**src/rtl/boot_cmd_sequencer_if.sv**
```systemverilog
// Memory-side handshake bundle for boot_cmd_sequencer.
// The master (the sequencer) holds a single WE or RE request until the slave
// answers with a one-cycle MEM_ACK; read data is valid in the ACK cycle.
interface boot_cmd_sequencer_if #(
   parameter int ADDR_W = 8
);
   logic [ADDR_W-1:0] MEM_ADDR;
   logic [31:0]       MEM_WDATA;
   logic              MEM_WE;
   logic              MEM_RE;
   logic [31:0]       MEM_RDATA;
   logic              MEM_ACK;

   modport master (
      output MEM_ADDR, MEM_WDATA, MEM_WE, MEM_RE,
      input  MEM_RDATA, MEM_ACK
   );

   modport slave (
      input  MEM_ADDR, MEM_WDATA, MEM_WE, MEM_RE,
      output MEM_RDATA, MEM_ACK
   );
endinterface

```
**src/rtl/boot_cmd_sequencer.sv**
```systemverilog
// Bootloader command sequencer behind the 6-byte SPI frame decoder.
// byte0 = opcode, byte1 = address; WRITE takes bytes 2..5 as data, READ/STATUS/BOOT
// return a 32-bit reply word that the SPI slave shifts out as bytes 2..5.
// Optional build macro WRITE_VERIFY_EN: every write is read back and compared;
// a mismatch raises VERR and the write is not counted in WRCNT.
module boot_cmd_sequencer #(
   parameter int ADDR_W      = 8,
   parameter int ACK_TIMEOUT = 255
) (
   input  logic                 CLK,
   input  logic                 RST_N,
   input  logic                 CS,
   input  logic [7:0]           RX0,
   input  logic [7:0]           RX1,
   input  logic [7:0]           RX2,
   input  logic [7:0]           RX3,
   input  logic [7:0]           RX4,
   input  logic [7:0]           RX5,
   input  logic [5:0]           RXSTROBE,
   output logic [31:0]          REPLY,
   output logic                 BOOT_GO,
   output logic                 BUSY,
   boot_cmd_sequencer_if.master mem
);
   localparam int TW = $clog2(ACK_TIMEOUT + 1);
   localparam logic [7:0] OP_WRITE  = 8'h01;
   localparam logic [7:0] OP_READ   = 8'h02;
   localparam logic [7:0] OP_STATUS = 8'h03;
   localparam logic [7:0] OP_BOOT   = 8'h04;

   typedef enum logic [2:0] {
      IDLE, GOT_OP, RD_REQ, WAIT_DATA, WR_REQ, WAIT_END
`ifdef WRITE_VERIFY_EN
      , WR_VFY
`endif
   } state_t;

   state_t          state;
   logic [7:0]      opcode;
   logic [TW-1:0]   tcnt;          // cycles the current request has been held
   logic [15:0]     wrcnt;
   logic            tout, ovr, badop, late;
   logic            verr;
   logic            status_frame;  // current frame is a STATUS read: clears flags at its end
   logic            ovr_pend;      // a new frame arrived during the request
   logic            rx2_seen;      // byte 2 already taken while the read was pending
   logic            cs_q;
   logic            cs_rise, in_req, ovr_now, tmo;

   assign cs_rise = CS & ~cs_q;
`ifdef WRITE_VERIFY_EN
   assign in_req  = (state == RD_REQ) || (state == WR_REQ) || (state == WR_VFY);
`else
   assign in_req  = (state == RD_REQ) || (state == WR_REQ);
   assign verr    = 1'b0;
`endif
   assign ovr_now = RXSTROBE[0] & in_req;
   assign tmo     = (tcnt == TW'(ACK_TIMEOUT));
   assign BUSY    = (state != IDLE) && (state != WAIT_END);

   function automatic logic [31:0] status_word(input logic badop_v);
      return {8'hB0, 3'b000, verr, late, badop_v, tout, ovr, wrcnt};
   endfunction

   // Command FSM, memory handshake, sticky flags and reply register
   always_ff @(posedge CLK or negedge RST_N) begin
      if (!RST_N) begin
         state         <= IDLE;
         opcode        <= '0;
         tcnt          <= '0;
         wrcnt         <= '0;
         tout          <= 1'b0;
         ovr           <= 1'b0;
         badop         <= 1'b0;
         late          <= 1'b0;
`ifdef WRITE_VERIFY_EN
         verr          <= 1'b0;
`endif
         status_frame  <= 1'b0;
         ovr_pend      <= 1'b0;
         rx2_seen      <= 1'b0;
         cs_q          <= 1'b1;
         REPLY         <= '0;
         BOOT_GO       <= 1'b0;
         mem.MEM_ADDR  <= '0;
         mem.MEM_WDATA <= '0;
         mem.MEM_WE    <= 1'b0;
         mem.MEM_RE    <= 1'b0;
      end else begin
         cs_q <= CS;
         // Clear comes first so any flag set further down in this cycle survives
         if (cs_rise) begin
            status_frame <= 1'b0;
            if (status_frame) begin
               tout  <= 1'b0;
               ovr   <= 1'b0;
               badop <= 1'b0;
               late  <= 1'b0;
`ifdef WRITE_VERIFY_EN
               verr  <= 1'b0;
`endif
            end
         end
         if (ovr_now) begin
            ovr      <= 1'b1;
            ovr_pend <= 1'b1;
         end
         case (state)
            IDLE: if (RXSTROBE[0]) begin
               opcode <= RX0;
               state  <= GOT_OP;
            end
            GOT_OP: if (CS) state <= IDLE;
            else if (RXSTROBE[1]) begin
               mem.MEM_ADDR <= ADDR_W'(RX1);
               ovr_pend     <= 1'b0;
               rx2_seen     <= 1'b0;
               tcnt         <= TW'(1);
               case (opcode)
                  OP_READ:  begin mem.MEM_RE <= 1'b1; state <= RD_REQ; end
                  OP_WRITE: state <= WAIT_DATA;
                  OP_STATUS: begin
                     REPLY        <= status_word(badop);
                     status_frame <= 1'b1;
                     state        <= WAIT_END;
                  end
                  OP_BOOT: begin
                     BOOT_GO <= 1'b1;
                     REPLY   <= status_word(badop);
                     state   <= WAIT_END;
                  end
                  default: begin
                     badop <= 1'b1;
                     REPLY <= status_word(1'b1);
                     state <= WAIT_END;
                  end
               endcase
            end
            RD_REQ: begin
               if (RXSTROBE[2]) rx2_seen <= 1'b1;
               if (mem.MEM_ACK) begin
                  REPLY      <= mem.MEM_RDATA;
                  mem.MEM_RE <= 1'b0;
                  // REPLY lands a cycle after the ACK, so a byte-2 strobe in the
                  // ACK cycle has already missed it too
                  if (rx2_seen || RXSTROBE[2]) late <= 1'b1;
                  state      <= WAIT_END;
               end else if (tmo) begin
                  REPLY      <= 32'hDEAD_DEAD;
                  mem.MEM_RE <= 1'b0;
                  tout       <= 1'b1;
                  state      <= WAIT_END;
               end else tcnt <= tcnt + TW'(1);
            end
            WAIT_DATA: if (CS) state <= IDLE;
            else if (RXSTROBE[5]) begin
               mem.MEM_WDATA <= {RX2, RX3, RX4, RX5};
               mem.MEM_WE    <= 1'b1;
               tcnt          <= TW'(1);
               state         <= WR_REQ;
            end
            WR_REQ: begin
               if (mem.MEM_ACK) begin
                  mem.MEM_WE <= 1'b0;
`ifdef WRITE_VERIFY_EN
                  mem.MEM_RE <= 1'b1;
                  tcnt       <= TW'(1);
                  state      <= WR_VFY;
`else
                  wrcnt      <= wrcnt + 16'd1;
                  state      <= (ovr_pend || ovr_now) ? WAIT_END : IDLE;
`endif
               end else if (tmo) begin
                  mem.MEM_WE <= 1'b0;
                  tout       <= 1'b1;
                  state      <= WAIT_END;
               end else tcnt <= tcnt + TW'(1);
            end
`ifdef WRITE_VERIFY_EN
            WR_VFY: begin
               if (mem.MEM_ACK) begin
                  mem.MEM_RE <= 1'b0;
                  if (mem.MEM_RDATA == mem.MEM_WDATA) wrcnt <= wrcnt + 16'd1;
                  else verr <= 1'b1;
                  state      <= (ovr_pend || ovr_now) ? WAIT_END : IDLE;
               end else if (tmo) begin
                  mem.MEM_RE <= 1'b0;
                  tout       <= 1'b1;
                  state      <= WAIT_END;
               end else tcnt <= tcnt + TW'(1);
            end
`endif
            WAIT_END: if (CS) state <= IDLE;
            default:  state <= IDLE;
         endcase
      end
   end
endmodule

```
**src/flat_wrapper.sv**
```systemverilog
// flat-port wrapper written by rule: the top's interface ports become plain ports
module boot_cmd_sequencer_flat 
#(
   parameter int ADDR_W      = 8,
   parameter int ACK_TIMEOUT = 255
)
  (CLK, RST_N, CS, RX0, RX1, RX2, RX3, RX4, RX5, RXSTROBE, REPLY, BOOT_GO, BUSY, mem_MEM_ADDR, mem_MEM_WDATA, mem_MEM_WE, mem_MEM_RE, mem_MEM_RDATA, mem_MEM_ACK);
  boot_cmd_sequencer_if #(.ADDR_W(ADDR_W)) mem_i ();
  input  logic CLK;
  input  logic RST_N;
  input  logic CS;
  input  logic [7:0] RX0;
  input  logic [7:0] RX1;
  input  logic [7:0] RX2;
  input  logic [7:0] RX3;
  input  logic [7:0] RX4;
  input  logic [7:0] RX5;
  input  logic [5:0] RXSTROBE;
  output logic [31:0] REPLY;
  output logic BOOT_GO;
  output logic BUSY;
  output wire logic [$bits(mem_i.MEM_ADDR)-1:0] mem_MEM_ADDR;
  output wire logic [$bits(mem_i.MEM_WDATA)-1:0] mem_MEM_WDATA;
  output wire logic [$bits(mem_i.MEM_WE)-1:0] mem_MEM_WE;
  output wire logic [$bits(mem_i.MEM_RE)-1:0] mem_MEM_RE;
  input wire logic [$bits(mem_i.MEM_RDATA)-1:0] mem_MEM_RDATA;
  input wire logic [$bits(mem_i.MEM_ACK)-1:0] mem_MEM_ACK;
  assign mem_MEM_ADDR = mem_i.MEM_ADDR;
  assign mem_MEM_WDATA = mem_i.MEM_WDATA;
  assign mem_MEM_WE = mem_i.MEM_WE;
  assign mem_MEM_RE = mem_i.MEM_RE;
  assign mem_i.MEM_RDATA = mem_MEM_RDATA;
  assign mem_i.MEM_ACK = mem_MEM_ACK;
  boot_cmd_sequencer #(.ADDR_W(ADDR_W), .ACK_TIMEOUT(ACK_TIMEOUT)) u_core (.CLK(CLK), .RST_N(RST_N), .CS(CS), .RX0(RX0), .RX1(RX1), .RX2(RX2), .RX3(RX3), .RX4(RX4), .RX5(RX5), .RXSTROBE(RXSTROBE), .REPLY(REPLY), .BOOT_GO(BOOT_GO), .BUSY(BUSY), .mem(mem_i));
endmodule
```
**config.mk**
```make
export PLATFORM = sky130hd
export DESIGN_NAME = boot_cmd_sequencer_flat
export DESIGN_NICKNAME = d
export VERILOG_FILES = /design/src/rtl/boot_cmd_sequencer_if.sv /design/src/rtl/boot_cmd_sequencer.sv /design/src/flat_wrapper.sv
export SDC_FILE = /design/constraint.sdc
export NUM_CORES = 1
export LEC_CHECK = 0
export BUFFER_PORTS_ARGS = -buffer_cell sky130_fd_sc_hd__buf_2
export CAP_MARGIN = 20
export CORE_MARGIN = 2
export CORE_UTILIZATION = 33
export CTS_CLUSTER_SIZE = 24
export DETAILED_ROUTE_END_ITERATION = 16
export REMOVE_ABC_BUFFERS = 1
export SKIP_LAST_GASP = 1
export SYNTH_ARGS = -nofsm -noshare
export SYNTH_HDL_FRONTEND = slang
export SYNTH_SLANG_ARGS = --single-unit
export TNS_END_PERCENT = 1
```
**constraint.sdc**
```tcl
create_clock -name CLK -period 3.2 [get_ports CLK]
set_clock_uncertainty 0.15 [all_clocks]
set_input_delay 0.8 -clock CLK [delete_from_list [all_inputs] [get_ports CLK]]
set_output_delay 0.8 -clock CLK [all_outputs]
set_load 0.005 [all_outputs]
```
* Word level (Yosys, flattened, before mapping)
Cells that the tools add are included.
Storage, ports and cells: output and inout port bits 76, word-level logic and storage cells 143, register bits after elaboration 118
Cells by class: reduce and logical (&&, ||, !) cells 27, muxes and demuxes 66, equal/unequal tests 26, $add $sub $neg 2, bitwise operators 4
Operators with widths (number):
- $mux W32 | 4
- $pmux W32 S2 | 2
- $mux W8 | 6
- $mux W1 | 38
- $mux W3 | 10
- $pmux W8 S3 | 1
- $ne A2 B2 Y1 const B | 10
- $pmux W3 S6 | 1
- $add A16 B1 Y16 const B | 1
- $eq A8 B2 Y1 const B | 2
- $reduce_and A4 Y1 | 4
- $reduce_and A5 Y1 | 2
- $ne A3 B3 Y1 const B | 3
- $add A8 B1 Y8 const B | 1
- $eq A8 B1 Y1 const B | 1
- $eq A8 B3 Y1 const B | 1
- $eq A8 B8 Y1 const B | 1
- $reduce_bool A2 Y1 | 4
- $reduce_and A7 Y1 | 1
- $eq A3 B2 Y1 const B | 2
- $eq A3 B3 Y1 const B | 2
- $ne A3 B2 Y1 const B | 2
- $pmux W1 S2 | 3
- $pmux W3 S2 | 1
- other kinds (12) | 22

* Logic depth before layout (Yosys ltp)
Gate-level depths: netlist of run 1.
word-level depth 7, gate-level depth with buffers 9, depth with buffers taken out 5

* Worst setup path before layout of run 1
Ideal clock, no wire load.
kind input -> register, from input mem_MEM_ACK, to register u_core.REPLY[14], cell stages on the path 7, path buffers 3, setup slack 0.831 ns, arrival time 2.086 ns, cells stage by stage buf_2 -> clkinv_1 -> or3_1 -> clkbuf_1 -> clkbuf_1 -> o22ai_1 -> o21ai_0
Between the ends: longest elaborated chain between the ends 2, elaborated cells between the ends (all ways) 4, those cells by class eq/ne (1); mux (2); reduce/logical (1)
Ends and longest elaborated chain:
- start: declaration | line flat_wrapper.sv:27 | input wire logic [$bits(mem_i.MEM_ACK)-1:0] mem_MEM_ACK;
- $ne A3 B2 Y1 (no line) or $mux W32 (tied branches)
- $reduce_and A5 Y1 (no line) or $pmux W32 S2 (tied branches)
- end signal: assignment | line boot_cmd_sequencer.sv:123 | REPLY <= status_word(badop);
- end signal: assignment | line boot_cmd_sequencer.sv:129 | REPLY <= status_word(badop);
- end signal: assignment | line boot_cmd_sequencer.sv:134 | REPLY <= status_word(1'b1);
- end: declaration | line boot_cmd_sequencer.sv:20 | output logic [31:0] REPLY,
Parallel ways exist; a longest one is shown, timed or not. A chain may end at the register's enable or synchronous reset.

* Final worst setup path of run 1
from register u_core.opcode[3], to register u_core.REPLY[9]
Between the ends: longest elaborated chain between the ends 4, elaborated cells between the ends (all ways) 5, those cells by class eq/ne (3); reduce/logical (2)
Ends and longest elaborated chain:
- start: declaration | line boot_cmd_sequencer.sv:39 | logic [7:0] opcode;
- start signal: assignment | line boot_cmd_sequencer.sv:69 | opcode <= '0;
- start signal: assignment | line boot_cmd_sequencer.sv:110 | opcode <= RX0;
- $eq A8 B2 Y1 or $eq A8 B1 Y1 (tied branches) | line boot_cmd_sequencer.sv:119 | case (opcode)
- $reduce_or A2 Y1 (no line) *
- $ne A2 B2 Y1 (no line) *
- $reduce_and A5 Y1 (no line) *
Every way passes the cells marked *; elsewhere a longest branch is shown, timed or not.

==> metrics.cfg, run 1 <==
[run_status]
status=completed

[critical_path]
cp_cell_sequence=or4_4 -> nor4b_1 -> a2111o_2 -> buf_12 -> o21ai_0
reg2reg_depth=5
reg2reg_to=u_core.REPLY[9]
slowest_delay_ns=0.56
crit_required_ns=3.33
worstPathArrival_ns=2.74
crit_fanout=40
critical_path_class=register to register
rrSetupSlack_ns=0.59
crit_path_start_kind=register
cp-end-kind=register
crit_path_top_delay_cell=nor4b_1
regToRegStartpoint=u_core.opcode[3]

[die]
io_pins=166
start_util_pct=33.7
dieWidth_um=129
row_count=45
core_um2=15200
die_h_um=129
die-area_um2=16500

[logic_synthesis]
ys_seq_elements=118
synth_top_cells_by_area=dfrtp_1 57%, mux2_2 11%, o21ai_0 3.9%
syn_area_um2=5130
yosys.area.top_type=dfrtp_1
synth.avg_cell_area_um2=11.4
ys.flop_type=dfrtp_1
yosys_warnings=0
synth_cells=448
async_flop_share_pct=100
synth.yosys.seq_area_share_pct=57.6
synth_top_area_share_pct=57.1
synth_cell_types=54
synth_edf_count=0

[finish]
mostFrequentLayoutCell=buf_2
drive_gt1_share_pct=41.7
syn2layout_area_growth_pct=31.9
mostFrequentLayoutCells=162 x buf_2, 117 x dfrtp_1, 48 x mux2_2
diodes=0
nNetsFinal=709
final_core_util_pct=44.5
design_area_um2=6760

[detailed_routing]
wl_per_cell_um=15.1
routed_wl_mm=12.3
ant_nets=0
vias=4004
dr.pass1.iters=5
drtIter0Drc=185
post_drt_via_cell_ratio=4.89
drcViolationCount=0

[grt]
grt_pass1_wl_mm=19.9
grt_max_degree=53
grt_use_total_pct=15.5
antenna_found_initial=0
first_global_vias=3920
gr-total-overflow=0

[power]
cellLeakagePower_uw=0.00341
peakVddDrop_mv=0.375
p_per_area_nw_per_um2=710
finalPower_uw=4800

[timing]
post-route-period-util_pct=81.4
clock.fmax_ghz=0.384
slew_viol_final=0
tightestPinTransition_ns=0.741
slew_headroom_pct=50.6
final_hold_viol_count=0
period_needed_ns=2.61
setup_viol=0
fin_setup_tns_ns=0
rsz0062_at_grt=no
whs_ns=0.175

[clock_network]
clk_pin_slew_ns=0.06
h-tree-depth=4
cts_sinks=118
cts_resized=0
clockBufferDepth=2
clock_latency_ns=0.41
holdBufCountCts=0
cts_root_buffer=clkbuf_16
cts_made_buffers=17
cts_tree=done
post-cts-setup-buffers=0

[flow_run]
maxCapViolCount=0

[worst_hold_path]
hold_class=input port to async pin

[place]
gp_congestion=0.799
dpl_cell_area_um2=6170
dpl.hpwl_mm=8.91
port_buffers=163

[how the worst max path moves through the flow]
stage / startpoint / endpoint
3_3_place_gp: u_core.opcode[3] / u_core.REPLY[2]
4_1_cts: u_core.opcode[3] / u_core.REPLY[3]
5_1_grt: u_core.opcode[3] / u_core.REPLY[5]
2_1_floorplan: u_core.state[2] / u_core.REPLY[18]
6_report: u_core.opcode[3] / u_core.REPLY[9]
3_5_place_dp: u_core.opcode[3] / u_core.REPLY[3]
[flip-flops by register name (all words and copies together), names as in the netlist, 3 cells and up]
register	cells
u_core.state	3
u_core.opcode	8
u_core.REPLY	32
u_core.mem.MEM_WDATA	32
u_core.tcnt	8
u_core.mem.MEM_ADDR	8
u_core.wrcnt	16
[where the power goes]
part | internal (uW) | switching [uW]
Clock | 1230 | 648
Combinational | 487 | 460
Sequential | 1740 | 239
[critical path, delay by kind of cell (launching register included)]
family	cells	cell delay [ns]
AOI/OAI and AO/OA	2	0.57
buffers and inverters	1	0.25
and+or+nand+nor	2	1.11
DFF	1	0.38
[synth_stat cells (4+ instances only)]
cell	count
dfrtp_1	117
nand3_1	9
nor2b_1	4
a21oi_1	14
nor2_1	24
a22oi_1	7
nand4_1	10
clkbuf_1	13
a22o_1	4
a21o_1	4
inv_1	10
xor2_1	7
nand2_1	47
mux2_2	48
o21ai_0	40
nor3_1	4
or3_1	5
o22ai_1	14
buf_2	4
xnor2_1	12
[per-stage QoR]
stage / worst slack (ns) / instances
2_1_floorplan: 0.168 / 424
5_1_grt: 0.401 / 818
6_report: 0.594 / 818
4_1_cts: 0.564 / 818
3_5_place_dp: 0.583 / 786
3_3_place_gp: 0.635 / 786
[kinds of logic after synthesis]
| kind of cell | Yosys count | share of synthesized area, % |
|---|---|---|
| adder cells (fa/ha/maj) | 2 | 0.488 |
| multiplexers | 49 | 10.7 |
| flip-flops | 118 | 57.6 |
| AO/OA/AOI/OAI | 103 | 12.9 |
| buffers and inverters | 35 | 3.12 |
| AND/OR/NAND/NOR | 122 | 11.8 |
| XOR/XNOR | 19 | 3.25 |
[metal layers]
layer	routed length, um	up-vias	part of all wire [%]	track usage (%)
met2	6000	124	49	25.1
met5	0	-	0	0
li1	-	1945	-	-
met3	748	14	6.1	5.41
met1	5420	1921	44	19.4
met4	164	0	1.3	5.50
[final cells by class]
cell class / count / area (um2)
Clock inverter: 7 / 93.8
Inverter: 11 / 41.3
Fill cell: 1477 / 8440
Timing Repair Buffer: 174 / 926
Clock buffer: 25 / 495
Tap cell: 188 / 235
Multi-Input combinational cell: 295 / 2020
Sequential cell: 118 / 2950
(Power assumes the default switching activity.)
==> inputs of run 2 (changes only) <==
==> constraint.sdc (replaced) <==
create_clock -name CLK -period 2.3 [get_ports CLK]
set_clock_uncertainty 0.15 [all_clocks]
set_input_delay 0.575 -clock CLK [delete_from_list [all_inputs] [get_ports CLK]]
set_output_delay 0.575 -clock CLK [all_outputs]
set_load 0.005 [all_outputs]
==> run 2 against run 1 <==
Against the previous run:
- final cell count is 1.5% higher
- power is 39% higher
- routed wire length is 4.8% higher
==> metrics.cfg, run 2 (synthesis results as in run 1) <==
[run_status]
status=completed

[timing]
setup_viol=0  ; unchanged
period_needed_ns=2.24  ; -0.368 ns
post-route-period-util_pct=97.3  ; +16 points
slew_viol_final=0  ; unchanged
tightestPinTransition_ns=0.469  ; -0.272 ns
timing.final.ws_setup_ns=0.0622  ; -0.532 ns
clock.fmax_ghz=0.447  ; +16%
rsz0062_at_grt=yes
fin_setup_tns_ns=0  ; unchanged
slew_headroom_pct=68.7  ; +18 points
final_hold_viol_count=0  ; unchanged
whs_ns=0.178  ; +0.00362 ns

[worst_hold_path]
hold_class=input port to register

[die]
die-area_um2=16500  ; unchanged
core_um2=15200  ; unchanged
io_pins=166  ; unchanged
dieWidth_um=129  ; unchanged
row_count=45  ; unchanged
die_h_um=129  ; unchanged
start_util_pct=33.7  ; unchanged

[finish]
final_cells=830  ; +1.5%
nNetsFinal=722  ; +1.8%
drive_gt1_share_pct=42.8  ; +1.1 points
syn2layout_area_growth_pct=33.6
reg_top3=u_core.REPLY x32, u_core.mem.MEM_WDATA x32, u_core.wrcnt x16
mostFrequentLayoutCell=buf_2
diodes=0  ; unchanged
mostFrequentLayoutCells=162 x buf_2, 117 x dfrtp_1, 48 x mux2_2
fill_cells=1473  ; -0.27%

[critical_path]
crit_path_start_kind=register
crit_required_ns=2.43  ; -0.90 ns
cp-end-kind=register
crit_fanout=42  ; +5.0%
slowest_delay_ns=0.55  ; about the same
crit_path_top_delay_cell=or4_4
cp_cell_sequence=or4_4 -> nor4b_1 -> buf_4 -> a2111o_2 -> buf_12 -> o21ai_0
critical_path_class=register to register
worstPathArrival_ns=2.36  ; -0.38 ns

[grt]
antenna_found_initial=0  ; unchanged
first_global_vias=4016  ; +2.4%
grt_max_degree=70  ; +32%
gr-total-overflow=0  ; unchanged
grt_pass1_wl_mm=20.3  ; +2.3%
grt_use_total_pct=15.8  ; +0.28 points

[place]
place_inst=798  ; +1.5%
preCtsSetupSlack_ns=0.0390  ; -0.544 ns
gp_congestion=0.849  ; +6.3%
port_buffers=163  ; unchanged
dpl.hpwl_mm=9.35  ; +4.9%

[detailed_routing]
dr.pass1.iters=5  ; unchanged
drcViolationCount=0  ; unchanged
wl_met3_um=741  ; -0.94%
ant_nets=0  ; unchanged
post_drt_via_cell_ratio=4.97  ; +1.5%
vias=4125  ; +3.0%
wl_met2_mm=6.40  ; +6.7%
routed_wl_mm=12.9  ; +4.8%
drtIter0Drc=192  ; +3.8%
wl_per_cell_um=15.6  ; +3.3%
wl_met1_mm=5.65  ; +4.2%
top_layer_used=met4

[clock_network]
clock_latency_ns=0.41  ; about the same
cts_tree=done
clockBufferDepth=2  ; unchanged
cts_sinks=118  ; unchanged
cts_root_buffer=clkbuf_16
cts_made_buffers=17  ; unchanged
post-cts-setup-buffers=0  ; unchanged
clk_pin_slew_ns=0.05  ; about the same
h-tree-depth=4  ; unchanged

[power]
p_per_area_nw_per_um2=977  ; +38%
cellLeakagePower_uw=0.00346  ; +1.5%
finalPower_uw=6690  ; +39%
peakVddDrop_mv=0.518  ; +38%

[flow_run]
maxCapViolCount=0  ; unchanged

-- run 2: cell count changes in the layout (fill, tap and decap cells not counted), sizes merged --
cell / previous run / this run
dlygate4sd3: 0 / 1
clkinv: 4 / 6
clkbuf: 25 / 22
buf: 174 / 186
-- run 2: power by group --
part,switching (uW),internal [uW],leakage [uW]
logic,724,745,0.00164
clock network,907,1610,0.000270
registers,279,2430,0.00155
total,1910,4780,0.00346
-- run 2: final cells by class --
type | count | area (um2) | area share (%)
flip-flops and latches | 118 | 2950 | 43.1
multi-input cells | 295 | 2020 | 29.5
repair buffers | 187 | 1040 | 15.2
clock buffers | 22 | 454 | 6.63
well taps | 188 | 235 | 3.43
clock inverters | 9 | 104 | 1.52
inverters | 11 | 41.3 | 0.603
-- run 2: routing by layer --
metal,GRT usage (%),vias to the layer above
li1,-,1966
met1,20.2,2029
met2,26.0,119
met3,4.74,11
met4,4.73,0
met5,0,-
-- run 2: worst max-delay path, delay by kind of cell, from the launching register on --
kind / cells / cell delay (ns)
buffers and inverters: 2 / 0.38
DFF: 1 / 0.37
AOI/OAI and AO/OA: 2 / 0.30
and+or+nand+nor: 2 / 0.89
-- run 2: repair_timing --
action                                  in CTS  in global routing
gates resized for setup                      0                  1
hold endpoints to repair                     1                  0
endpoints found under the setup margin       0                 28
hold buffers                                 1                  0
-- run 2: worst paths after layout --
path	start	to	slack, ns	cells past startpoint
worst max-delay path	u_core.opcode[3]	u_core.REPLY[9]	0.06	6
worst min-delay path	CS	u_core.cs_q	0.18	1
worst max register to register	u_core.opcode[3]	u_core.REPLY[9]	0.06	6
worst min register to register	u_core.REPLY[19]	u_core.REPLY[19]	0.32	2
max in group asynchronous	RST_N	u_core.mem.MEM_ADDR[4]	1.07	3
min in group asynchronous	RST_N	u_core.REPLY[22]	0.36	2
-- run 2: metrics by stage --
step	utilization, %	cell area [um2]
after floorplan	-	5010
final	45.1	6850
after global placement	41.3	6270
after detailed placement	41.3	6270
after CTS	45.0	6840
after global routing	45.1	6850
